`config.mk`:
```
export PLATFORM = sky130hd
export DESIGN_NAME = stream_demux_w_qos
export DESIGN_NICKNAME = d
export VERILOG_FILES = /design/src/rtl/stream_qos_pkg.sv /design/src/rtl/stream_demux_hold_reg.sv /design/src/rtl/stream_demux_w_qos.sv
export SDC_FILE = /design/constraint.sdc
export NUM_CORES = 1
export LEC_CHECK = 0
export BUFFER_PORTS_ARGS = -buffer_cell sky130_fd_sc_hd__buf_2
export CORE_MARGIN = 4
export CORE_UTILIZATION = 42
export DETAILED_ROUTE_END_ITERATION = 7
export PLACE_DENSITY = 0.78
export SLEW_MARGIN = 20
export SYNTH_ARGS = -nofsm -noshare
export SYNTH_HDL_FRONTEND = slang
export SYNTH_SLANG_ARGS = --single-unit
export TNS_END_PERCENT = 100
```
`constraint.sdc`:
```
create_clock -name clk -period 1.8 [get_ports clk]
set_clock_uncertainty 0.05 [all_clocks]
set_input_delay 0.18 -clock clk [delete_from_list [all_inputs] [get_ports clk]]
set_output_delay 0.18 -clock clk [all_outputs]
set_load 0.01 [all_outputs]
```
`src/rtl/stream_qos_pkg.sv`:
```
// -----------------------------------------------------------------------------
// stream_qos_pkg
// Shared types and constants for the QoS stream demultiplexer.
//   demux_state_e : packet routing FSM states (IDLE, BUSY, DROP)
//   DROP_CNT_W    : width of the dropped-packet counter
//   sat_inc       : saturating increment for the dropped-packet counter
// -----------------------------------------------------------------------------
package stream_qos_pkg;

    typedef enum logic [1:0] {
        IDLE = 2'd0,   // waiting for the first beat of a packet
        BUSY = 2'd1,   // mid-packet, route locked
        DROP = 2'd2    // mid-packet with an illegal id, beats discarded
    } demux_state_e;

    localparam int DROP_CNT_W = 16;

    // Counter sticks at all-ones instead of wrapping.
    function automatic logic [DROP_CNT_W-1:0] sat_inc(input logic [DROP_CNT_W-1:0] v);
        return (&v) ? v : v + 1'b1;
    endfunction

endpackage

```
`src/rtl/stream_demux_hold_reg.sv`:
```
// -----------------------------------------------------------------------------
// stream_demux_hold_reg
// One-entry valid/ready register slice carrying a beat plus its route select.
// Supports full throughput: the held beat can be consumed and a new one loaded
// on the same edge.
// Ports:
//   clk, rst_n              clock, asynchronous active-low reset
//   in_valid_i/in_ready_o   upstream handshake
//   in_data_i/qos_i/last_i  beat payload
//   in_sel_i                destination stream index for this beat
//   out_valid_o/out_ready_i downstream handshake (ready of the selected stream)
//   out_data_o/qos_o/last_o/sel_o  held beat
// -----------------------------------------------------------------------------
module stream_demux_hold_reg #(
    parameter int DW = 4,
    parameter int QW = 2,
    parameter int IW = 1
) (
    input  logic          clk,
    input  logic          rst_n,
    input  logic          in_valid_i,
    output logic          in_ready_o,
    input  logic [DW-1:0] in_data_i,
    input  logic [QW-1:0] in_qos_i,
    input  logic          in_last_i,
    input  logic [IW-1:0] in_sel_i,
    output logic          out_valid_o,
    input  logic          out_ready_i,
    output logic [DW-1:0] out_data_o,
    output logic [QW-1:0] out_qos_o,
    output logic          out_last_o,
    output logic [IW-1:0] out_sel_o
);

    logic          valid_q;
    logic [DW-1:0] data_q;
    logic [QW-1:0] qos_q;
    logic          last_q;
    logic [IW-1:0] sel_q;

    // Free when empty or when the held beat leaves on this edge.
    assign in_ready_o = !valid_q || out_ready_i;

    always_ff @(posedge clk or negedge rst_n) begin
        if (!rst_n) begin
            valid_q <= 1'b0;
            data_q  <= '0;
            qos_q   <= '0;
            last_q  <= 1'b0;
            sel_q   <= '0;
        end else if (in_valid_i && in_ready_o) begin
            valid_q <= 1'b1;
            data_q  <= in_data_i;
            qos_q   <= in_qos_i;
            last_q  <= in_last_i;
            sel_q   <= in_sel_i;
        end else if (out_ready_i) begin
            valid_q <= 1'b0;
        end
    end

    assign out_valid_o = valid_q;
    assign out_data_o  = data_q;
    assign out_qos_o   = qos_q;
    assign out_last_o  = last_q;
    assign out_sel_o   = sel_q;

endmodule

```
`src/rtl/stream_demux_w_qos.sv`:
```
// -----------------------------------------------------------------------------
// stream_demux_w_qos
// Splits one merged, id/qos-tagged stream back into STREAM_COUNT streams.
// The route is taken from s_id_in on a packet's first beat and held until its
// last beat. One register stage (stream_demux_hold_reg) sits on the output;
// qos passes through untouched.
// Ports:
//   clk, rst_n                       clock, asynchronous active-low reset
//   s_data/qos/id/last/valid_in      merged input stream
//   s_ready_out                      merged input ready
//   m_data/qos/last/valid_out        per-stream outputs (at most one valid)
//   m_ready_in                       per-stream ready
//   m_drop_cnt_out                   dropped-packet count (ILLEGAL_ID_DROP_EN only)
// Configuration macro ILLEGAL_ID_DROP_EN:
//   defined   - packets whose first-beat id >= STREAM_COUNT are consumed and
//               discarded, and counted (saturating) on m_drop_cnt_out.
//   undefined - such ids route to stream STREAM_COUNT-1.
// -----------------------------------------------------------------------------
module stream_demux_w_qos
    import stream_qos_pkg::*;
#(
    parameter int T_DATA_WIDTH = 4,
    parameter int T_QOS__WIDTH = 2,
    parameter int STREAM_COUNT = 2,
    parameter int T_ID___WIDTH = $clog2(STREAM_COUNT)
) (
    input  logic                                        clk,
    input  logic                                        rst_n,
    input  logic [T_DATA_WIDTH-1:0]                     s_data_in,
    input  logic [T_QOS__WIDTH-1:0]                     s_qos_in,
    input  logic [T_ID___WIDTH-1:0]                     s_id_in,
    input  logic                                        s_last_in,
    input  logic                                        s_valid_in,
    output logic                                        s_ready_out,
    output logic [STREAM_COUNT-1:0][T_DATA_WIDTH-1:0]   m_data_out,
    output logic [STREAM_COUNT-1:0][T_QOS__WIDTH-1:0]   m_qos_out,
    output logic [STREAM_COUNT-1:0]                     m_last_out,
    output logic [STREAM_COUNT-1:0]                     m_valid_out,
    input  logic [STREAM_COUNT-1:0]                     m_ready_in
`ifdef ILLEGAL_ID_DROP_EN
    ,
    output logic [DROP_CNT_W-1:0]                       m_drop_cnt_out
`endif
);

    demux_state_e            state_q, state_d;
    logic [T_ID___WIDTH-1:0] sel_lock_q, sel_lock_d;

    logic                    id_illegal;
    logic [T_ID___WIDTH-1:0] first_sel;
    logic [T_ID___WIDTH-1:0] route_sel;
    logic                    drop_beat;
    logic                    accept;
    logic                    hold_in_valid;
    logic                    hold_in_ready;
    logic                    hold_valid;
    logic                    hold_out_ready;
    logic [T_DATA_WIDTH-1:0] hold_data;
    logic [T_QOS__WIDTH-1:0] hold_qos;
    logic                    hold_last;
    logic [T_ID___WIDTH-1:0] hold_sel;
    logic [STREAM_COUNT-1:0] sel_hit;

    // Only reachable when STREAM_COUNT is not a power of two.
    assign id_illegal = (32'(s_id_in) >= 32'(STREAM_COUNT));

    // ---------------- FSM: state register ----------------
    always_ff @(posedge clk or negedge rst_n) begin
        if (!rst_n) begin
            state_q    <= IDLE;
            sel_lock_q <= '0;
        end else begin
            state_q    <= state_d;
            sel_lock_q <= sel_lock_d;
        end
    end

    // ---------------- FSM: next-state ----------------
    always_comb begin
        state_d    = state_q;
        sel_lock_d = sel_lock_q;
        case (state_q)
            IDLE: begin
                if (accept) begin
                    if (drop_beat) begin
                        state_d = s_last_in ? IDLE : DROP;
                    end else begin
                        sel_lock_d = route_sel;
                        state_d    = s_last_in ? IDLE : BUSY;
                    end
                end
            end
            BUSY: begin
                if (accept && s_last_in) state_d = IDLE;
            end
            DROP: begin
                if (accept && s_last_in) state_d = IDLE;
            end
            default: state_d = IDLE;
        endcase
    end

    // ---------------- FSM: outputs (route, handshake) ----------------
    always_comb begin
        first_sel = s_id_in;
        drop_beat = 1'b0;
`ifdef ILLEGAL_ID_DROP_EN
        drop_beat = (state_q == DROP) || ((state_q == IDLE) && id_illegal);
`else
        if (id_illegal) first_sel = T_ID___WIDTH'(STREAM_COUNT - 1);
`endif
        // Mid-packet beats ignore s_id_in and follow the locked route.
        route_sel     = (state_q == BUSY) ? sel_lock_q : first_sel;
        // Dropped beats bypass the hold register, so they never wait on it.
        s_ready_out   = rst_n && (drop_beat || hold_in_ready);
        accept        = s_valid_in && s_ready_out;
        hold_in_valid = s_valid_in && rst_n && !drop_beat;
    end

    stream_demux_hold_reg #(
        .DW (T_DATA_WIDTH),
        .QW (T_QOS__WIDTH),
        .IW (T_ID___WIDTH)
    ) u_hold (
        .clk         (clk),
        .rst_n       (rst_n),
        .in_valid_i  (hold_in_valid),
        .in_ready_o  (hold_in_ready),
        .in_data_i   (s_data_in),
        .in_qos_i    (s_qos_in),
        .in_last_i   (s_last_in),
        .in_sel_i    (route_sel),
        .out_valid_o (hold_valid),
        .out_ready_i (hold_out_ready),
        .out_data_o  (hold_data),
        .out_qos_o   (hold_qos),
        .out_last_o  (hold_last),
        .out_sel_o   (hold_sel)
    );

    // One-hot decode of the held beat onto its stream; others are forced to 0.
    for (genvar gi = 0; gi < STREAM_COUNT; gi++) begin : g_out
        assign sel_hit[gi]     = (hold_sel == T_ID___WIDTH'(gi));
        assign m_valid_out[gi] = hold_valid && sel_hit[gi];
        assign m_data_out[gi]  = m_valid_out[gi] ? hold_data : '0;
        assign m_qos_out[gi]   = m_valid_out[gi] ? hold_qos  : '0;
        assign m_last_out[gi]  = m_valid_out[gi] && hold_last;
    end

    // Only the selected stream's ready can release the held beat.
    assign hold_out_ready = |(m_ready_in & sel_hit);

`ifdef ILLEGAL_ID_DROP_EN
    logic [DROP_CNT_W-1:0] drop_cnt_q;

    // Count on the first beat of a dropped packet so each packet counts once.
    always_ff @(posedge clk or negedge rst_n) begin
        if (!rst_n) begin
            drop_cnt_q <= '0;
        end else if (accept && drop_beat && (state_q == IDLE)) begin
            drop_cnt_q <= sat_inc(drop_cnt_q);
        end
    end

    assign m_drop_cnt_out = drop_cnt_q;
`endif

endmodule
```
== Word-level counts from Yosys, hierarchy flattened ==
Index checks and enable logic that the tools add are counted.
Storage, ports and cells
  flip-flop bits (word level): 12
Cells by class
  equality and inequality tests: 4
  multiplexer cells: 11
  bitwise operators: 2
  reduce and logical (&&, ||, !) cells: 17
Operators with widths (count)
  $logic_and 1x1->1: 9
  $mux 2: 4
  $mux 4: 2
  $mux 1: 4
  $pmux 2 s2: 1
  $reduce_and 2->1: 2
  $reduce_or 2->1: 2
  $and 2x2->2: 1
  $eq 2x1->1 const B: 1
  $eq 2x2->1 const B: 1
  $logic_not 2->1: 1
  $ne 2x1->1 const B: 1
  $ne 2x2->1 const B: 1
  $reduce_bool 2->1: 1
  $logic_not 1->1: 1
  $logic_or 1x1->1: 1
  $not 1->1: 1

== Depth between registers and ports, before layout ==
Gate-level depths: netlist of run 1.
  depth in word-level cells: 9
  gate-level depth with buffers: 4
  mapped depth without buffers: 3

== Hierarchy ==
Synthesis of run 1 repeated with hierarchy kept, for this count alone.
Second synthesis, totals
  cells, all modules: 47
  area total of the unflattened synthesis: 615.6 µm²
Modules (own cells, without submodules)
  stream_demux_hold_reg: instances 1, cells an instance 20, area an instance 385.4 µm², sequential area each 225.2 µm²
  stream_demux_w_qos: instances 1, cells an instance 27, area an instance 230.2 µm², sequential area each 50.0 µm²

== Worst setup path after synthesis of run 1 ==
Ideal clock, no wire load.
  kind: reg2reg
  start: register u_hold.sel_q, in the netlist u_hold.out_sel_o
  end: register u_hold.data_q[0], in the netlist u_hold.out_data_o[0]
  setup time: 0.125 ns
  data arrival time: 1.182 ns
  required time: 1.625 ns
  slack: 0.444 ns
  stages on the path, launching flop included: 4
  cell sequence: dfrtp_1 mux2i_2 a21oi_4 mux2_2
On the way
  longest elaborated chain between the ends: 5
Ends and longest elaborated chain
  start, declared: RTL line stream_demux_hold_reg.sv:39  | logic [IW-1:0] sel_q;
  start signal, assigned: RTL line stream_demux_hold_reg.sv:56  | sel_q <= in_sel_i;
  $not 1->1: RTL line stream_demux_w_qos.sv:143  | assign sel_hit[gi] = (hold_sel == T_ID___WIDTH'(gi));
  $and 2x2->2 (*): RTL line stream_demux_w_qos.sv:151  | assign hold_out_ready = |(m_ready_in & sel_hit);
  $reduce_or 2->1 (*): RTL line stream_demux_w_qos.sv:151
  $logic_or 1x1->1 (*): RTL line stream_demux_hold_reg.sv:42  | assign in_ready_o = !valid_q || out_ready_i;
  $logic_and 1x1->1 (*): RTL line stream_demux_hold_reg.sv:51  | end else if (in_valid_i && in_ready_o) begin
  end signal, assigned: RTL line stream_demux_hold_reg.sv:53  | data_q <= in_data_i;
  end, declared: RTL line stream_demux_hold_reg.sv:36  | logic [DW-1:0] data_q;
Mark *: on every way between the ends. The rest lies on a longest branch, timed or not.
A chain may end at the register's enable or synchronous reset.

==> qor.yml, run 1 <==
crit_path_start: "u_hold.out_valid_o"
htree_levels: 1
die-area_sq_um: 2041
grt_pass1_wl_um: 2325
required_ns: 1.57
avgSynthCellArea_sq_um: 11.16
viasPerCell: 4.990
drive_above_1_share_pct: 51.72
slew_headroom_pct: 72.07
mostFrequentLayoutCell: "buf_2"
ys_warn_count: 0
grtUsageTotal_pct: 16.28
die_w_um: 45.18
ctsRootBufferMaster: "clkbuf_4"
finalCritPeriodShare_pct: 94.22
fmax_mhz: 589.6
path_max_fanout: 14
holdWs_ns: 0.03987
maxCapViolations: 0
gp_congestion: 0.7027
critPathKind: "reg -> out"
use_met1_pct: 19.80
hold_viol: 0
post-route-min-period_ns: 1.696
synth_seq_cells: 11
postRouteAntennaNets: 0
cts_max_path_buffers: 2
start_util_pct: 44.62
totalWireLength_um: 1382
power.leakage_nw: 0.4326
cts.sinks: 11
drv_slew: 0
rsz0062_at_grt: "no"
critPathLaunchType: "flop"
final_nets: 101
grt_busiest_layer: "met2"
diodes: 0
grt_antenna_before_repair: 0
clk_pin_slew_ns: 0.07
post-route-util_pct: 61.15
hpwl_um: 1071
finalSetupTns_ns: 0
timing.rr.end: "sel_lock_q"
drc: 0
grt_start_max_net_pins: 15
drt_pass1_iterations: 3
grt_util_met2_pct: 26.27
core_sq_um: 1301
irDropWorstVdd_mv: 0.5896
vias: 509
placed_cells: 97
hp-start: "s_last_in"
port_buffers: 29
crit_path_max_incr_delay_ns: 0.60
std_cell_rows: 13
p_per_area_nw_per_um2: 1197
ys_seq_area_share_pct: 47.41
finalSetupViolCount: 0
worstRegToRegCells: 3
syn-cell-area_sq_um: 580.6
worstMarginPinSlew_ns: 0.4189
finalInstanceArea_sq_um: 795.8
post_drt_wl_per_cell_um: 13.55
slowest_stage: "dfrtp_1"
numCtsBuffers: 3
overflow: 0
grt_util_met3_pct: 2.789
ys_types: 15
status: "completed"
dieHeight_um: 45.18
cts_resized: 0
cp.arrival_ns: 1.47
final_cell_mix: "buf_2 (29), dfrtp_1 (11), and2_1 (9)"
finalNonFillerCells: 102
postCtsSetupRepairBufs: 0
timing.rr.start: "u_hold.out_sel_o"
reg2reg_slack_ns: 0.34
design.portCount: 30
cts_tree: "done"
synthCells: 52
drtIter0Drc: 4
syn_to_final_growth_pct: 37.07
cp-endpoint: "m_data_out[2]"
setup.worst_path.end_class: "output port"
holdCritPathClass: "in -> reg"
syn_nets: 65
place_area_sq_um: 759.5
worstSkewPairLatency_ns: 0.27
grt_pass1_vias: 531
worstPathCellList: "nor2b_1 > buf_4 > and2_1 > buf_2"
## stage by stage
step	total power, mW	setup WS [ns]
finish	0.9525	0.1040
global route	1.023	0.009091
CTS	0.9648	0.08037
detailed placement	0.7944	0.3424
global placement	0.7764	0.4018
floorplan	0.6226	0.4436
## layer usage
metal / vias up / wire length [um]
li1: 253 / -
met1: 234 / 577
met2: 18 / 703
met3: 4 / 81
met4: 0 / 19
met5: - / 0
## cells in the mapped netlist
cell	instances	area share [%]
a211oi_1	1	1.3
a21oi_4	1	2.8
a31oi_1	1	1.1
and2_1	9	9.7
and3_1	7	7.5
clkbuf_1	2	1.3
dfrtp_1	11	47
inv_1	1	0.65
mux2_2	8	16
mux2i_1	2	3.4
mux2i_2	1	2.4
nand2_1	3	1.9
nand2b_1	1	1.1
nor2b_1	2	2.2
o21ai_0	2	1.7
## area by class of cell
class                      instances  area [sq um]
clock buffer                       4         26.28
fill                             127         505.5
inverter                           1         3.754
multi-input combinational         38         294.0
sequential                        11         275.3
tap                               15         18.77
timing repair buffer              33         177.7
## flip-flops by register name, summed over array words and instances, names as in the netlist
signal	flops
u_hold.out_qos_o	2
u_hold.out_sel_o	1
u_hold.out_valid_o	1
u_hold.out_last_o	1
u_hold.out_data_o	4
state_q	1
sel_lock_q	1
## where the power goes
part	switching [mW]	internal (mW)
Clock	0.0797	0.0858
Sequential	0.0686	0.324
Combinational	0.186	0.208
Total	0.334	0.618
## kinds of logic (layout without fill, tap and decap cells)
family          count (synthesis)  in the layout  synth area share (%)
mux                            11             11                 21.34
compound gates                  5              5                 6.899
buf+inv                         3             38                 1.940
flops                          11             11                 47.41
simple gates                   22             22                 22.41
## critical path: cells and delay by family (launching register included)
family / cells / cell delay [ns]
AND/OR/NAND/NOR: 2 / 0.32
flip-flops: 1 / 0.60
buffers and inverters: 2 / 0.28
## how the worst min path moves through the flow
stage | end | slack [ns] | depth (start not counted)
6_report | state_q[0] | 0.04 | 2
4_1_cts | state_q[0] | 0.04 | 2
3_5_place_dp | u_hold.out_qos_o[0] | 0.1 | 2
5_1_grt | state_q[0] | 0.04 | 2
2_1_floorplan | sel_lock_q | -0.17 | 0
3_3_place_gp | u_hold.out_sel_o | 0.1 | 2
## what timing repair did
action / in CTS / in global routing
hold buffers: 1 / 0
endpoints found under the setup margin: 0 / 0
hold endpoints to repair: 11 / 0
Note: power is estimated with default switching activity, not from simulation.
==> run 2, diff against run 1 <==
--- a/config.mk
+++ b/config.mk
@@ -9,7 +9,7 @@
 export CORE_MARGIN = 4
 export CORE_UTILIZATION = 42
 export DETAILED_ROUTE_END_ITERATION = 7
-export PLACE_DENSITY = 0.78
+export PLACE_DENSITY = 0.75
 export SLEW_MARGIN = 20
 export SYNTH_ARGS = -nofsm -noshare
 export SYNTH_HDL_FRONTEND = slang
==> qor.yml, run 2 (synthesized netlist as in run 1, its figures left out) <==
status: "completed"
mostFrequentLayoutCell: "buf_2"
worstPathCellList: "mux2i_4 > nand2_1 > and2_1 > buf_2"
crit_path_max_incr_delay_ns: 0.48
ctsRootBufferMaster: "clkbuf_4"
post_drt_wl_per_cell_um: 12.62
cts_max_path_buffers: 2
syn_to_final_growth_pct: 37.93
die_w_um: 45.18
maxCapViolations: 0
critPathLaunchType: "flop"
design.portCount: 30
final_cell_mix: "buf_2 (29), dfrtp_1 (10), and2_1 (9)"
grt_antenna_before_repair: 0
hold_viol: 0
p_per_area_nw_per_um2: 1182
place_area_sq_um: 752.0
drive_above_1_share_pct: 53.49
hpwl_um: 1012
rsz0062_at_grt: "no"
overflow: 0
finalSetupTns_ns: 0
worstSkewPairLatency_ns: 0.26
drtIter0Drc: 6
start_util_pct: 44.62
totalWireLength_um: 1275
viasPerCell: 4.891
largest_register_ffs: 4
setup.worst_path.end_class: "output port"
cts.sinks: 11
diodes: 0
path_max_fanout: 12
grt_start_max_net_pins: 14
slowest_stage: "dfrtp_2"
finalCritPeriodShare_pct: 92.65
postRouteAntennaNets: 0
std_cell_rows: 13
slew_headroom_pct: 80.74
core_sq_um: 1301
grt_pass1_vias: 515
htree_levels: 1
dieHeight_um: 45.18
vias: 494
gp_congestion: 0.7045
irDropWorstVdd_mv: 0.6168
critPathKind: "reg -> out"
fmax_mhz: 599.6
grt_pass1_wl_um: 2159
drt_pass1_iterations: 4
final_nets: 100
die-area_sq_um: 2041
post-route-min-period_ns: 1.668
finalInstanceArea_sq_um: 800.8
drv_slew: 0
fillerInstances: 111
worstMarginPinSlew_ns: 0.2883
power.leakage_nw: 0.4292
holdCritPathClass: "in -> reg"
grtUsageTotal_pct: 15.12
port_buffers: 29
required_ns: 1.57
drc: 0
cp.arrival_ns: 1.44
numCtsBuffers: 3
cts_tree: "done"
finalSetupViolCount: 0
clk_pin_slew_ns: 0.07
[run 2: area by class of cell]
type	instances	area, sq um	area share (%)
Clock buffer	4	26.28	3.281
Timing Repair Buffer	32	170.2	21.25
Inverter	1	3.754	0.4688
Tap cell	15	18.77	2.344
Multi-Input combinational cell	38	305.3	38.13
Sequential cell	11	276.5	34.53
[run 2: what timing repair did]
| action | 4_1_cts | 5_1_grt |
|---|---|---|
| setup buffers | 0 | 0 |
| hold buffers | 1 | 0 |
| hold endpoints to repair | 11 | 0 |
| gates resized for setup | 0 | 3 |
| setup endpoints to repair | 0 | 8 |
[run 2: final timing paths]
path | end | slack, ns | start | cells past startpoint
worst max-delay path | s_ready_out | 0.13 | u_hold.out_sel_o | 4
min in group asynchronous | u_hold.out_data_o[3] | 0.33 | rst_n | 3
max in group asynchronous | u_hold.out_sel_o | 1.20 | rst_n | 3
worst max register to register | u_hold.out_qos_o[0] | 0.24 | u_hold.out_sel_o | 3
worst min-delay path | state_q[0] | 0.05 | s_last_in | 2
worst min register to register | sel_lock_q | 0.46 | sel_lock_q | 1
[run 2: per-layer routing]
layer	GRT usage, %	wire [um]	vias up
li1	-	-	245
met1	16.04	533	229
met2	25.42	625	16
met3	4.382	85	4
met4	10.53	30	0
met5	0	0	-
[run 2: stage by stage]
stage | hold slack [ns] | worst slack, ns | power (mW) | utilization, % | instances
6_report | 0.04581 | 0.1323 | 0.9463 | 61.54 | 101
5_1_grt | 0.03670 | 0.01797 | 1.017 | 61.54 | 101
4_1_cts | 0.03991 | 0.002893 | 0.9389 | 60.58 | 101
3_5_place_dp | 0.07343 | 0.2336 | 0.7672 | 57.79 | 96
3_3_place_gp | 0.07453 | 0.2665 | 0.7571 | 57.79 | 96
2_1_floorplan | -0.1656 | 0.4436 | 0.6226 | - | 52
[run 2: power breakdown]
part           internal (mW)  leakage [nW]  switching (mW)
registers              0.327         0.127          0.0818
clock network         0.0858        0.0150          0.0831
logic                  0.202         0.287           0.167
total                  0.615         0.429           0.332
[run 2: worst max-delay path, delay by kind of cell, from the launching register on]
kind / cells / cell delay (ns)
flip-flops: 1 / 0.48
buffers and inverters: 1 / 0.13
AND/OR/NAND/NOR: 2 / 0.25
multiplexers: 1 / 0.31
==> run 3, diff against run 2 <==
--- a/config.mk
+++ b/config.mk
@@ -5,11 +5,11 @@
 export SDC_FILE = /design/constraint.sdc
 export NUM_CORES = 1
 export LEC_CHECK = 0
+export ABC_CLOCK_PERIOD_IN_PS = 1800
 export BUFFER_PORTS_ARGS = -buffer_cell sky130_fd_sc_hd__buf_2
 export CORE_MARGIN = 4
-export CORE_UTILIZATION = 42
+export CORE_UTILIZATION = 30
 export DETAILED_ROUTE_END_ITERATION = 7
-export PLACE_DENSITY = 0.75
 export SLEW_MARGIN = 20
 export SYNTH_ARGS = -nofsm -noshare
 export SYNTH_HDL_FRONTEND = slang
==> qor.yml, run 3 (synthesized netlist as in run 1, its figures left out) <==
holdWs_ns: 0.05432
seqCellArea_sq_um: 276.5
post-route-min-period_ns: 1.687
finalSetupTns_ns: 0
drc: 0
core_sq_um: 1783
holdCritPathClass: "in -> reg"
viasPerCell: 4.559
overflow: 0
diodes: 0
final_cell_mix: "buf_2 (29), dfrtp_1 (10), and2_1 (9)"
power_uw: 951.1
post_drt_wl_per_cell_um: 13.10
critPathKind: "reg -> out"
worstSkewPairLatency_ns: 0.26
hp-start: "s_last_in"
worstPathCellList: "mux2i_4 > nand2_1 > and2_1 > buf_2"
cts_tree: "done"
start_util_pct: 32.56
internal_power_uw: 614.5
slew_headroom_pct: 79.76
grt_pass1_wl_um: 2401
fillerInstances: 189
drt_pass1_iterations: 3
timing.rr.end: "u_hold.out_last_o"
reg2reg_slack_ns: 0.22
numCtsBuffers: 3
syn_to_final_growth_pct: 40.09
post-place-ws_ns: 0.1922
status: "completed"
worstMarginPinSlew_ns: 0.3030
hold_end: "state_q[0]"
gp_congestion: 0.7720
switching_share_pct: 35.39
p_per_area_nw_per_um2: 1169
design.portCount: 30
cts_max_path_buffers: 2
die_w_um: 51.99
std_cell_rows: 15
grt_pass1_vias: 520
die-area_sq_um: 2703
postRouteAntennaNets: 0
setup.worst_path.end_class: "output port"
worstRegToRegCells: 3
cp.arrival_ns: 1.46
final_nets: 100
crit_path_max_incr_delay_ns: 0.49
path_max_fanout: 12
slowest_stage: "dfrtp_2"
critPathLaunchType: "flop"
grt_antenna_before_repair: 0
ctsRootBufferMaster: "clkbuf_4"
clkPwrFrac_pct: 17.4
largest_register_ffs: 4
finalSetupViolCount: 0
required_ns: 1.57
fin_ws_ns: 0.1132
hpwl_um: 1119
totalWireLength_um: 1454
grt_start_max_net_pins: 14
post-route-util_pct: 45.61
pwr-share-seq_pct: 43.8
grtUsageTotal_pct: 12.05
timing.rr.start: "u_hold.out_sel_o"
hold_viol: 0
power.leakage_nw: 0.4292
holdPathStages: 2
mostFrequentLayoutCell: "buf_2"
dieHeight_um: 51.99
drtIter0Drc: 4
rsz0062_at_grt: "no"
fmax_mhz: 592.8
multi_input_area_sq_um: 305.3
drive_above_1_share_pct: 53.49
port_buffers: 29
finalCritPeriodShare_pct: 93.71
combPwrFrac_pct: 38.8
cts.sinks: 11
clk_pin_slew_ns: 0.07
maxCapViolations: 0
vias: 506
irDropWorstVdd_mv: 0.4690
switching_power_uw: 336.6
drv_slew: 0
htree_levels: 1
[run 3: cell counts in the layout (fill, tap and decap cells not counted)]
Identical to the previous run, type by type.
[run 3: worst max-delay path: cells and delay by family (launching register included)]
family,cells,cell delay (ns)
flip-flops,1,0.49
multiplexers,1,0.32
AND/OR/NAND/NOR,2,0.25
buffers and inverters,1,0.13
[run 3: final cells by class]
type                    count  share of cell area, %
flip-flops and latches     11                  34.00
inverters                   1                 0.4615
repair buffers             32                  20.92
multi-input cells          38                  37.54
clock buffers               4                  3.231
well taps                  25                  3.846
[run 3: repair_timing]
| item | 4_1_cts | 5_1_grt |
|---|---|---|
| pin swaps | 0 | 0 |
| gates cloned | 0 | 0 |
| hold buffers | 1 | 0 |
| gates resized for setup | 1 | 2 |
| setup endpoints to repair | 1 | 8 |
| buffers inserted | 0 | 0 |
| endpoints found under the hold margin | 11 | 0 |
[run 3: per-layer routing]
metal / vias to the layer above / track usage, % / routed length, um
met1: 239 / 13.70 / 608
met5: - / 0 / 0
met4: 0 / 7.860 / 23
met2: 16 / 20.08 / 732
li1: 249 / - / -
met3: 2 / 2.579 / 89
[run 3: worst max path at each step]
stage | startpoint | slack (ns) | to
CTS | u_hold.out_valid_o | 0.02 | m_data_out[1]
global route | u_hold.out_sel_o | 0.03 | s_ready_out
floorplan | u_hold.out_sel_o | 0.44 | u_hold.out_data_o[0]
finish | u_hold.out_sel_o | 0.11 | s_ready_out
global placement | u_hold.out_sel_o | 0.25 | u_hold.out_data_o[2]
detailed placement | u_hold.out_sel_o | 0.19 | u_hold.out_last_o
[run 3: through the flow]
step	instance area, sq um	cells
2_1_floorplan	580.6	52
3_3_place_gp	764.5	106
3_5_place_dp	764.5	106
4_1_cts	802.0	111
5_1_grt	813.3	111
6_report	813.3	111
[run 3: power by group through the flow]
stage | clock [mW] | sequential [mW] | combinational [mW]
4_1_cts | 0.176 | 0.411 | 0.365
2_1_floorplan | 0 | 0.372 | 0.251
5_1_grt | 0.181 | 0.429 | 0.406
6_report | 0.166 | 0.417 | 0.369
3_5_place_dp | 0 | 0.414 | 0.361
3_3_place_gp | 0 | 0.406 | 0.356
